### src/rtl/sum_sq_accum.sv
// Squares signed vector components and accumulates a saturating 32-bit sum of squares per vector.
// Two-stage pipeline (square, accumulate); result pulses two cycles after in_last; no backpressure.
module sum_sq_accum #(
  parameter int COMP_W  = 16,
  parameter int MAX_LEN = 64,
  parameter int CNT_W   = 7
) (
  input  logic                     clock,
  input  logic                     reset,
  input  logic                     in_valid,
  input  logic signed [COMP_W-1:0] in_data,
  input  logic                     in_last,
  output logic [31:0]              data_out,
  output logic                     data_valid,
  output logic                     overflow,
  output logic                     len_err,
  output logic                     busy
);

  localparam logic [CNT_W-1:0] LAST_IDX = CNT_W'(MAX_LEN - 1);

  logic [CNT_W-1:0]         cnt;
  logic                     at_max;
  logic                     close_in;
  logic signed [2*COMP_W-1:0] prod;

  logic                     s1_vld;
  logic [2*COMP_W-1:0]      s1_sq;
  logic                     s1_close;
  logic                     s1_len_err;

  logic [31:0]              acc;
  logic                     first;
  logic                     sticky;

  logic [31:0]              base;
  logic [32:0]              sum;
  logic                     sum_ovf;
  logic [31:0]              sum_sat;

  assign at_max   = (cnt == LAST_IDX);
  assign close_in = in_last | at_max;
  assign prod     = in_data * in_data;

  always_ff @(posedge clock) begin
    if (reset) begin
      cnt        <= '0;
      s1_vld     <= 1'b0;
      s1_sq      <= '0;
      s1_close   <= 1'b0;
      s1_len_err <= 1'b0;
    end else begin
      s1_vld <= in_valid;
      if (in_valid) begin
        s1_sq      <= $unsigned(prod);
        s1_close   <= close_in;
        s1_len_err <= at_max & ~in_last;
        cnt        <= close_in ? '0 : cnt + 1'b1;
      end
    end
  end

  // A closing element restarts from zero so the next vector never inherits the old sum.
  assign base    = first ? 32'd0 : acc;
  assign sum     = {1'b0, base} + {1'b0, 32'(s1_sq)};
  assign sum_ovf = sum[32];
  assign sum_sat = sum_ovf ? 32'hFFFF_FFFF : sum[31:0];

  always_ff @(posedge clock) begin
    if (reset) begin
      acc        <= '0;
      first      <= 1'b1;
      sticky     <= 1'b0;
      data_out   <= '0;
      data_valid <= 1'b0;
      overflow   <= 1'b0;
      len_err    <= 1'b0;
    end else begin
      data_valid <= 1'b0;
      overflow   <= 1'b0;
      len_err    <= 1'b0;
      if (s1_vld) begin
        if (s1_close) begin
          data_out   <= sum_sat;
          data_valid <= 1'b1;
          overflow   <= (sticky & ~first) | sum_ovf;
          len_err    <= s1_len_err;
          acc        <= '0;
          first      <= 1'b1;
          sticky     <= 1'b0;
        end else begin
          acc    <= sum_sat;
          first  <= 1'b0;
          sticky <= (sticky & ~first) | sum_ovf;
        end
      end
    end
  end

  assign busy = (cnt != '0) | s1_vld | ~first;

endmodule

### config.mk
export PLATFORM = sky130hd
export DESIGN_NAME = sum_sq_accum
export DESIGN_NICKNAME = d
export VERILOG_FILES = /design/src/rtl/sum_sq_accum.sv
export SDC_FILE = /design/constraint.sdc
export NUM_CORES = 1
export LEC_CHECK = 0
export ABC_CLOCK_PERIOD_IN_PS = 10350
export CAP_MARGIN = 0
export CORE_ASPECT_RATIO = 0.9
export CORE_MARGIN = 10
export CORE_UTILIZATION = 60
export CTS_CLUSTER_DIAMETER = 30
export CTS_CLUSTER_SIZE = 20
export DETAILED_ROUTE_END_ITERATION = 7
export DONT_BUFFER_PORTS = 1
export PLACE_DENSITY = 0.76
export RECOVER_POWER = 100
export SLEW_MARGIN = 20
export SYNTH_ARGS = -nofsm -noshare
export SYNTH_HDL_FRONTEND = slang
export SYNTH_SLANG_ARGS = --single-unit
### constraint.sdc
create_clock -name clock -period 10.35 [get_ports clock]
set_clock_uncertainty 0.2 [all_clocks]
set_input_delay 1.5525 -clock clock [delete_from_list [all_inputs] [get_ports clock]]
set_output_delay 1.5525 -clock clock [all_outputs]
set_load 0.02 [all_outputs]
Word-level counts from Yosys, hierarchy flattened

Cells that the tools add are included.

Register bits: 111
Latch bits: 0
Memory bits (writable): 0
ROM bits: 0
Output and inout bits: 36
Memories kept: 0

$add $sub $neg: 2
Multiply operators: 1
Div/mod/pow operators: 0
Order comparisons: 0
Eq/ne operators: 1
Shift-type cells: 0
Multiplexer cells: 6
Bitwise logic cells: 10
Reductions and logical operators: 4

Operators with widths:

| kind                                                                  | count |
|---|---|
| 32-bit two-way mux                                                    | 3 |
| 32-bit by 32-bit adder with 33-bit output                             | 1 |
| 16-bit by 16-bit multiplier with 32-bit output                        | 1 |
| 7-bit by 1-bit adder with 7-bit output, second input constant         | 1 |
| 7-bit by 6-bit equality test with 1-bit output, second input constant | 1 |
| 7-bit two-way mux                                                     | 1 |
| 7-bit nonzero test                                                    | 1 |
| 1-bit inverter                                                        | 4 |
| 1-bit OR                                                              | 4 |
| 3-bit OR reduction                                                    | 1 |
| 1-bit AND                                                             | 2 |
| 1-bit two-way mux                                                     | 2 |
| 2-bit AND reduction                                                   | 1 |
| 2-bit OR reduction                                                    | 1 |

Depth between registers and ports, before layout

Gate-level depths: netlist of run 1.

Depth after elaboration: 4
Gate-level depth with buffers: 27
Gate-level depth less buffers: 24

Least setup slack after synthesis of run 1

OpenSTA, ideal clock, no wires.

Kind: input to register
Start point: input port in_data[1]
End point: register s1_sq[28]
Library setup time: 128 ps
Arrival: 7,167 ps
Slack: 2,855 ps
Cell stages on the path: 23
Buffers on the path: 2
Path through: clkbuf_1 -> clkbuf_1 -> and2_1 -> fa_1 -> fa_1 -> inv_1 -> fa_1 -> inv_1 -> fa_1 -> fa_1 -> inv_1 -> fa_1 -> inv_1 -> ha_1 -> a21oi_1 -> o21ai_0 -> a2111oi_0 -> a211oi_1 -> a41o_1 -> nor3_1 -> o21bai_1 -> xnor2_1 -> o21ai_0

Word-level cells in the longest chain between the ends: 1

Ends and longest elaborated chain:

| element                                        | RTL line | text |
|---|---|---|
| from (decl)                                    | 11       | `input logic signed [COMP_W-1:0] in_data,` |
| 16-bit by 16-bit multiplier with 32-bit output | 43       | `assign prod = in_data * in_data;` |
| to (signal assigned)                           | 55       | `s1_sq <= $unsigned(prod);` |
| to (decl)                                      | 28       | `logic [2*COMP_W-1:0] s1_sq;` |

Every way passes these cells.
A chain may end at the register's enable or synchronous reset.

Worst setup path in the final report of run 1

Start point: input port in_data[3]
End point: register s1_sq[29]

The elaborated chain is that of the path after synthesis.

==> results.md, run 1 <==
- RSZ-0062 raised after global routing: false
- Failing checks: capacitance limit, slew limit
- Crit Path Category: in -> reg
- Vias per cell: 5.57
- CP endpoint kind: flip-flop
- Die width: 184 um
- Starting Density: 60.6%
- Root buffer cell: clkbuf_16
- Hold depth: 2
- Hold Path Origin: acc[22]
- Post-Route WL: 30400 um
- Post-synthesis instance total: between 1500 and 2000
- CTS clock-pin slew for the worst setup and hold paths: 80 ps
- Critical Path Start Type: input port
- Post-cts gate resize count: 0
- H-tree Lvls: 3
- Syn nets: around 2000
- Routability cong.: around 0.9
- IO Port Bufs: 0
- Max Freq: between 100 and 150 MHz
- Cell variety after synth: 74
- Reg-to-reg critical path startpoint: first
- DR pass1 iterations: 5
- Area grow syn2layout: 2.90%
- # Max-Cap Violations: 2
- Crit path launch: in_data[3]
- Postcts setup bufs: 0
- Clock buffer depth: 2
- Drt initial violations: between 600 and 700
- Pin count of the biggest net entering global routing: 52
- # IOs: 56
- Clock latency on the worst-skew pair: 350 ps
- Async SR Flop Fraction: 0%
- Antenna cell count: 0
- Endpoint of the worst hold path: acc[22]
- First-pass GRT wire length: ~54000 um
- Tcrit/Tclk final: a little under three quarters
- Core Util, Final: between 60% and 70%
- Slew Limit Fails: 55
- Sequential area share after synthesis: roughly 15%
- CP max FO: 16
- Post-synthesis register bit count: 110
- Flop2flop setup slack: about 4300 ps
- Worst slew margin: -22.7%
- Hold Vio Cnt, Final: 0
- Worst Reg-to-Reg Cells: 13
- Hpwl dp: around 25000 um
- Final Cell Area: between 0.015 and 0.02 mm2
- Syn. warnings: 0
- CTS sink count: 110
- Initial antenna violation count: 0
- CTS Hold Bufs: 0
- Chip height: about 170 um
- RR Endpoint: data_out[14]
- Vias in the first global route: approximately 11000
- CTS Buf Count: 9
- CTS tree: built
- Hold Path Class: reg -> reg
- Mapped Area: between 0.01 and 0.015 mm2
- Status: finished, violations left
- Congestion Overflow GR: 0
- GRT Total Usage: 21.1%
- Die Area: roughly 0.031 mm2
- DR WL/cell: 16.0 um
- Worst slew pin tran: roughly 1800 ps
- Final Setup Violations: 0
- Share of cells above drive strength 1: 2.38%
- DP Area: between 0.01 and 0.015 mm2
- Final net count: approximately 2000
- Syn Area/Cell: about 9.0 um2
- Via count: ~11000
- Total Neg Setup Slack: 0 ps
- Fillcell total: approximately 2100
- Worst Path Required: about 10000 ps
- Main synth FF type: dfxtp_1
- Final ANT Viol Nets: 0
- Row cnt: 54
- Number of enable flip-flop cells after synthesis: 0
- Core outline area: ~0.024 mm2
- Post-route minimum period: ~7400 ps
- Drt drc: 0
- Data arrival time of the worst path: 7490 ps
## metrics by stage
| stage | hold WS, ps | setup slack, ps | std cells |
|---|---|---|---|
| after global routing | 270 | 2530 | 1902 |
| after detailed placement | 234 | 2720 | 1886 |
| final | 248 | 2950 | 1902 |
| after CTS | 250 | 3120 | 1902 |
| after global placement | 227 | 2860 | 1886 |
| after floorplan | 217 | 2860 | 1631 |
## Yosys cell counts, drive strengths merged, types with 5 or more instances
| library cell | number | area [um2] |
|---|---|---|
| xor2 | 20 | 175 |
| a31oi | 8 | 80.1 |
| nand2 | 158 | 593 |
| and3 | 6 | 38.8 |
| o311ai | 5 | 51.3 |
| nand3 | 16 | 80.1 |
| nor2 | 78 | 293 |
| buf | 7 | 43.8 |
| o21a | 5 | 37.5 |
| o21ai | 72 | 360 |
| a21oi | 60 | 327 |
| nor3 | 7 | 35.0 |
| mux2i | 22 | 220 |
| a211oi | 9 | 67.6 |
| xnor2 | 48 | 420 |
| dfxtp | 110 | 2200 |
| a31o | 6 | 61.3 |
| and2 | 53 | 332 |
| nand4 | 12 | 75.1 |
| inv | 342 | 1280 |
| nor2b | 40 | 250 |
| o21bai | 6 | 45.0 |
| fa | 237 | 4740 |
| a21o | 23 | 180 |
| ha | 119 | 1490 |
| a22o | 36 | 315 |
| o211ai | 7 | 52.6 |
| nand2b | 19 | 119 |
| clkbuf | 50 | 189 |
## critical path, cell delays in order
cell and delay (ps):
nand2_1 90, inv_1 70, fa_1 530, inv_1 60, fa_1 570, fa_1 470, fa_1 550, inv_1 50
fa_1 490, fa_1 440, ha_1 410, nand2_1 140, o21ai_0 250, a21oi_1 80, o311ai_0 150, nand2_1 240
o41ai_1 690, nand4_1 200, a311o_1 380, o211ai_1 70
## logic make-up (layout without fill, tap and decap cells)
logic type,Yosys count,after routing,share of synthesized area [%]
xor gates and xnor gates,68,68,4.08
AOI/OAI and AO/OA,262,262,12.5
muxes,22,22,1.51
adders and majority gates,356,356,42.7
and+or+nand+nor,413,413,13.8
buffers and inverters,400,363,10.4
DFF,110,110,15.1
## routing by layer
layer / routed length, um / vias up / track usage, %
met4: 644 / 0 / 5.06
met3: 1160 / 49 / 3.06
met2: 15700 / 197 / 37.5
met1: 13000 / 5277 / 26.3
li1: - / 5068 / -
met5: 0 / - / 0
## area by class of cell
type	instances	area (um2)	area share, %
well taps	308	385	2.56
clock inverters	5	65.1	0.433
clock buffers	11	233	1.55
inverters	343	1290	8.57
flip-flops and latches	110	2200	14.7
repair buffers	4	22.5	0.150
multi-input cells	1121	10800	72.1
## sequential cells by signal, summed over array words and instances (netlist names)
name / cells
sticky: 1
overflow: 1
s1_vld: 1
len_err: 1
s1_close: 1
acc: 32
s1_len_err: 1
cnt: 7
data_out: 32
data_valid: 1
s1_sq: 31
first: 1
## layout by cell type, fill, tap and decap left out, types with 9 or more instances in the layout
master     count
a211oi_1       9
a21o_1        22
a21oi_1       55
a22o_1        36
and2_1        49
clkbuf_16      9
dfxtp_1      110
fa_1         237
ha_1         119
inv_1        342
mux2i_1       22
nand2_1      158
nand2b_1      19
nand3_1       16
nand4_1       12
nor2_1        77
nor2b_1       40
o21ai_0       71
xnor2_1       48
xor2_1        20
## how the worst max path moves through the flow
stage,slack [ps],end
2_1_floorplan,2860,s1_sq[28]
3_3_place_gp,2860,s1_sq[28]
3_5_place_dp,2720,s1_sq[30]
4_1_cts,3120,s1_sq[28]
5_1_grt,2530,s1_sq[29]
6_report,2950,s1_sq[29]
Power of run 1 is left out: the tool's default activity adds up to more than one toggle a clock period on the data nets, which glitch-free logic cannot reach.
==> inputs of run 2 (changes only) <==
--- a/config.mk
+++ b/config.mk
@@ -5,7 +5,7 @@
 export SDC_FILE = /design/constraint.sdc
 export NUM_CORES = 1
 export LEC_CHECK = 0
-export ABC_CLOCK_PERIOD_IN_PS = 10350
+export ABC_CLOCK_PERIOD_IN_PS = 7600
 export CAP_MARGIN = 0
 export CORE_ASPECT_RATIO = 0.9
 export CORE_MARGIN = 10
==> constraint.sdc (replaced) <==
create_clock -name clock -period 7.6 [get_ports clock]
set_clock_uncertainty 0.2 [all_clocks]
set_input_delay 1.14 -clock clock [delete_from_list [all_inputs] [get_ports clock]]
set_output_delay 1.14 -clock clock [all_outputs]
set_load 0.02 [all_outputs]
==> run 2 against run 1 <==
  * The run still ends with capacitance limit, slew limit left
  * Worst hold slack improved by 4.3 ps
  * Final cell count did not move
  * Via count rose by 0.16%
  * Critical path depth fell by 2
  * Critical endpoint unchanged
==> results.md, run 2 (synthesized netlist as in run 1, its figures left out) <==
- Post-cts gate resize count: 0
- Critical Path Start Type: input port
- Regs by FF count: acc (32), data_out (32), s1_sq (31)
- Vias in the first global route: 11500
- Share of cells above drive strength 1: 2.51%
- CTS sink count: between 100 and 150
- Most frequent cells in the layout: inv_1 (342), fa_1 (237), nand2_1 (158)
- Die width: around 180 um
- Slew Limit Fails: 55
- DR pass1 iterations: 5
- Met3 usage: between 2 and 3%
- Area of the multi-input gates: approximately 0.011 mm2
- Data arrival time of the worst path: ~7100 ps
- Initial antenna violation count: 0
- Top Usage Layer GRT: met2
- Status: finished, violations left
- Die Area: just over 0.03 mm2
- CP endpoint kind: flip-flop
- CTS tree: built
- Final ANT Viol Nets: 0
- Clock buffer depth: 2
- Crit Path Category: in -> reg
- Max Freq: about 140 MHz
- Post-Route WL: 30100 um
- Worst Path Required: between 7000 and 8000 ps
- RSZ-0062 raised after global routing: false
- Vias per cell: ~5.6
- H-tree Lvls: 3
- Tcrit/Tclk final: between 90 and 100%
- Failing checks: capacitance limit, slew limit
- Via count: approximately 11000
- Pin count of the biggest net entering global routing: 52
- CTS Hold Bufs: 0
- Core outline area: 0.0241 mm2
- GR Util met2: between 30% and 40%
- Clock latency on the worst-skew pair: 360 ps
- GRT Total Usage: about a fifth
- Worst slew pin tran: around 1800 ps
- # Max-Cap Violations: 2
- Antenna cell count: 0
- CTS Buf Count: 9
- Final net count: 1965
- Fillcell total: about 2000
- CP max FO: 16
- First-pass GRT wire length: 53500 um
- Hpwl dp: between 20000 and 25000 um
- Register area: roughly 0.0022 mm2
- DR WL/cell: between 15 and 20 um
- Postcts setup bufs: 0
- Post-route minimum period: approximately 7000 ps
- Met1 usage: around 25%
- Area grow syn2layout: 3.08%
- Commonest non-fill, non-tap cell in the layout: inv_1
- Hold Path Class: reg -> reg
- Starting Density: 60.6%
- IO Port Bufs: 0
- Routability cong.: just under 0.9
- Root buffer cell: clkbuf_16
- Drt drc: 0
- Congestion Overflow GR: 0
- CTS clock-pin slew for the worst setup and hold paths: approximately 80 ps
- Drt initial violations: about 670
- Final Setup Violations: 0
- Chip height: approximately 170 um
- Row cnt: 54
- Worst slew margin: -23.4%
- Total Neg Setup Slack: 0 ps
- # IOs: 56
- Hold Vio Cnt, Final: 0
run 2: changes by cell type in the layout (fill, tap and decap cells not counted), sizes merged:
cell    change
clkinv      +1
clkbuf      -1
run 2: critical path, cell delays in order:
cell      delay, ps
nand2_1          90
inv_1            70
fa_1            540
inv_1            60
fa_1            570
fa_1            460
fa_1            560
inv_1            50
fa_1            490
fa_1            450
ha_1            400
nand2_1         150
o311ai_0        480
nand2_1         250
o41ai_1         670
nand4_1         220
a311o_1         390
o211ai_1         80
run 2: cell type report:
type	count	share of cell area (%)
multi-input combinational	1121	72.0
sequential	110	14.6
clock inverter	6	0.573
tap	308	2.56
clock buffer	10	1.59
timing repair buffer	4	0.150
inverter	343	8.55
run 2: path summary, 6_finish.rpt:
kind,from,to,slack (ps),cells after the start
hold reg to reg,acc[11],acc[11],250,2
setup / recovery,in_data[3],s1_sq[29],570,18
hold / removal,acc[11],acc[11],250,2
setup reg to reg,first,data_out[14],1530,13
run 2: per-stage QoR:
| step | util, % | cell area (um2) | setup WS [ps] | std cells | hold slack [ps] |
|---|---|---|---|---|---|
| floorplan | - | 14600 | 518 | 1631 | 217 |
| global placement | 61.4 | 14800 | 523 | 1886 | 227 |
| detailed placement | 61.4 | 14800 | 410 | 1886 | 236 |
| CTS | 62.7 | 15100 | 801 | 1902 | 253 |
| global route | 62.4 | 15100 | 195 | 1902 | 276 |
| finish | 62.4 | 15100 | 572 | 1902 | 253 |
run 2: metal layers:
metal	vias up	routed length (um)
li1	5057	-
met1	5284	12600
met2	214	15600
met3	53	1250
met4	0	652
met5	-	0
Power of run 2 is left out for the same reason.
==> inputs of run 3 (changes only) <==
--- a/config.mk
+++ b/config.mk
@@ -5,7 +5,7 @@
 export SDC_FILE = /design/constraint.sdc
 export NUM_CORES = 1
 export LEC_CHECK = 0
-export ABC_CLOCK_PERIOD_IN_PS = 7600
+export ABC_CLOCK_PERIOD_IN_PS = 6350
 export CAP_MARGIN = 0
 export CORE_ASPECT_RATIO = 0.9
 export CORE_MARGIN = 10
@@ -14,7 +14,7 @@
 export CTS_CLUSTER_SIZE = 20
 export DETAILED_ROUTE_END_ITERATION = 7
 export DONT_BUFFER_PORTS = 1
-export PLACE_DENSITY = 0.76
+export PLACE_DENSITY = 0.79
 export RECOVER_POWER = 100
 export SLEW_MARGIN = 20
 export SYNTH_ARGS = -nofsm -noshare
==> constraint.sdc (replaced) <==
create_clock -name clock -period 6.35 [get_ports clock]
set_clock_uncertainty 0.2 [all_clocks]
set_input_delay 0.9525 -clock clock [delete_from_list [all_inputs] [get_ports clock]]
set_output_delay 0.9525 -clock clock [all_outputs]
set_load 0.02 [all_outputs]
==> run 3 against run 2 <==
  * The flow now finishes without violations
  * Global-route usage rose by 0.27 points
  * Non-clock buffer count rose by 54
  * Worst hold slack got worse by 3.1 ps
  * Wire length rose by 2.9%
  * Cell area rose by 3.7%
  * Critical path type unchanged
  * Critical endpoint is now s1_sq[28]
  * Highest routed layer unchanged
==> results.md, run 3 (synthesized netlist as in run 1, its figures left out) <==
- Status: finished clean
- Hold Path Class: reg -> reg
- Antenna cell count: 0
- # Max-Cap Violations: 0
- Hold Vio Cnt, Final: 0
- CTS sink count: 110
- CTS tree: built
- Die Area: 0.0310 mm2
- Clock latency on the worst-skew pair: about 350 ps
- CTS Buf Count: 9
- DR WL/cell: about 16 um
- Crit path launch: in_data[15]
- DR pass1 iterations: 5
- Pin count of the biggest net entering global routing: 52
- Max Freq: about 160 MHz
- RR Endpoint: data_out[14]
- Hpwl dp: between 20000 and 30000 um
- Worst Reg-to-Reg Cells: 13
- # IOs: 56
- Row cnt: 54
- Drt drc: 0
- Regs by FF count: acc (32), data_out (32), s1_sq (31)
- Area grow syn2layout: 6.93%
- Core outline area: around 0.024 mm2
- Crit Path Category: in -> reg
- Hold Path Origin: acc[20]
- Root buffer cell: clkbuf_16
- Chip height: 168 um
- Core Util, Final: about 65%
- Post-layout worst setup margin: about 190 ps
- Worst slew pin tran: 1350 ps
- Die width: about 180 um
- CP endpoint kind: flip-flop
- Via count: roughly 11000
- Critical Path Max Stage Delay: ~660 ps
- CP max FO: 23
- Cell mode on critical path: fa_1
- Flop2flop setup slack: 960 ps
- GRT Total Usage: 21.1%
- Tcrit/Tclk final: just under 100%
- H-tree Lvls: 3
- Slowest-stage cell, CP: fa_2
- Post-Route WL: slightly above 30000 um
- Final Setup Violations: 0
- Initial antenna violation count: 0
- Routability cong.: 0.898
- CTS clock-pin slew for the worst setup and hold paths: about 70 ps
- First-pass GRT wire length: 54400 um
- Starting Density: between 60% and 70%
- Total Neg Setup Slack: 0 ps
- Worst slew margin: 9.97%
- Dpl ws: -264 ps
- Vias in the first global route: ~12000
- Congestion Overflow GR: 0
- IO Port Bufs: 0
- Worst setup path end: s1_sq[28]
- Data arrival time of the worst path: 6190 ps
- Share of cells above drive strength 1: 7.34%
- Cell breakdown of the critical path: and2_4, fa_2, inv_1, fa_1, fa_1, fa_1, fa_1, fa_1, inv_1, ha_4, nand2_1, o21ai_1, a211oi_1, a211oi_2, a41o_1, nor3_2, o21bai_1, xnor2_1, o21ai_0
- Worst Path Required: roughly 6400 ps
- Most frequent cells in the layout: inv_1 (342), fa_1 (233), nand2_1 (156)
- Reg-to-reg critical path startpoint: first
- Drt initial violations: about 580
- Critical Path Start Type: input port
- Post-route minimum period: between 6000 and 7000 ps
- Final net count: roughly 2000
- Final ANT Viol Nets: 0
- Clock buffer depth: 2
- Commonest non-fill, non-tap cell in the layout: inv_1
- Slew Limit Fails: 0
- Vias per cell: approximately 5.5
==> run 3: changes by cell type in the layout (fill, tap and decap cells not counted), sizes merged <==
cell / before / now
buf: 2 / 53
clkbuf: 12 / 15
clkinvlp: 0 / 1
inv: 345 / 344
==> run 3: worst min-delay path by stage <==
stage | endpoint | slack, ps | cells after the start
2_1_floorplan | acc[0] | 220 | 2
3_3_place_gp | acc[12] | 230 | 2
3_5_place_dp | acc[16] | 230 | 2
4_1_cts | acc[16] | 250 | 2
5_1_grt | acc[16] | 270 | 2
6_report | acc[20] | 250 | 2
==> run 3: timing repair <==
item	4_1_cts	5_1_grt
hold buffers	0	0
resized for setup	0	7
setup endpoints to repair	0	8
buffers inserted	0	0
==> run 3: stage by stage <==
step	cell area (um2)	instances	hold WS (ps)
6_report	15600	1956	250
5_1_grt	15600	1956	273
4_1_cts	15700	1956	251
3_5_place_dp	15400	1940	234
3_3_place_gp	15400	1940	228
2_1_floorplan	14800	1631	217
==> run 3: worst max-delay path, delay by kind of cell <==
kind	cells	cell delay [ps]
xor+xnor	1	140
buf+inv	2	150
compound gates	6	1260
simple gates	3	270
fa+ha+maj	7	3410
==> run 3: area by class of cell <==
type                       instances  area (um2)
multi-input combinational       1121       11000
fill                            1965        8500
sequential                       110        2200
inverter                         343        1290
timing repair buffer              58         422
tap                              308         385
clock buffer                      10         229
clock inverter                     6        68.8
==> run 3: routing by layer <==
metal	share of wire (%)	global-route usage [%]
met1	40	24.7
met2	53	38.8
met3	4.4	3.27
met4	2.7	6.30
met5	0	0
Power of run 3 is left out for the same reason.
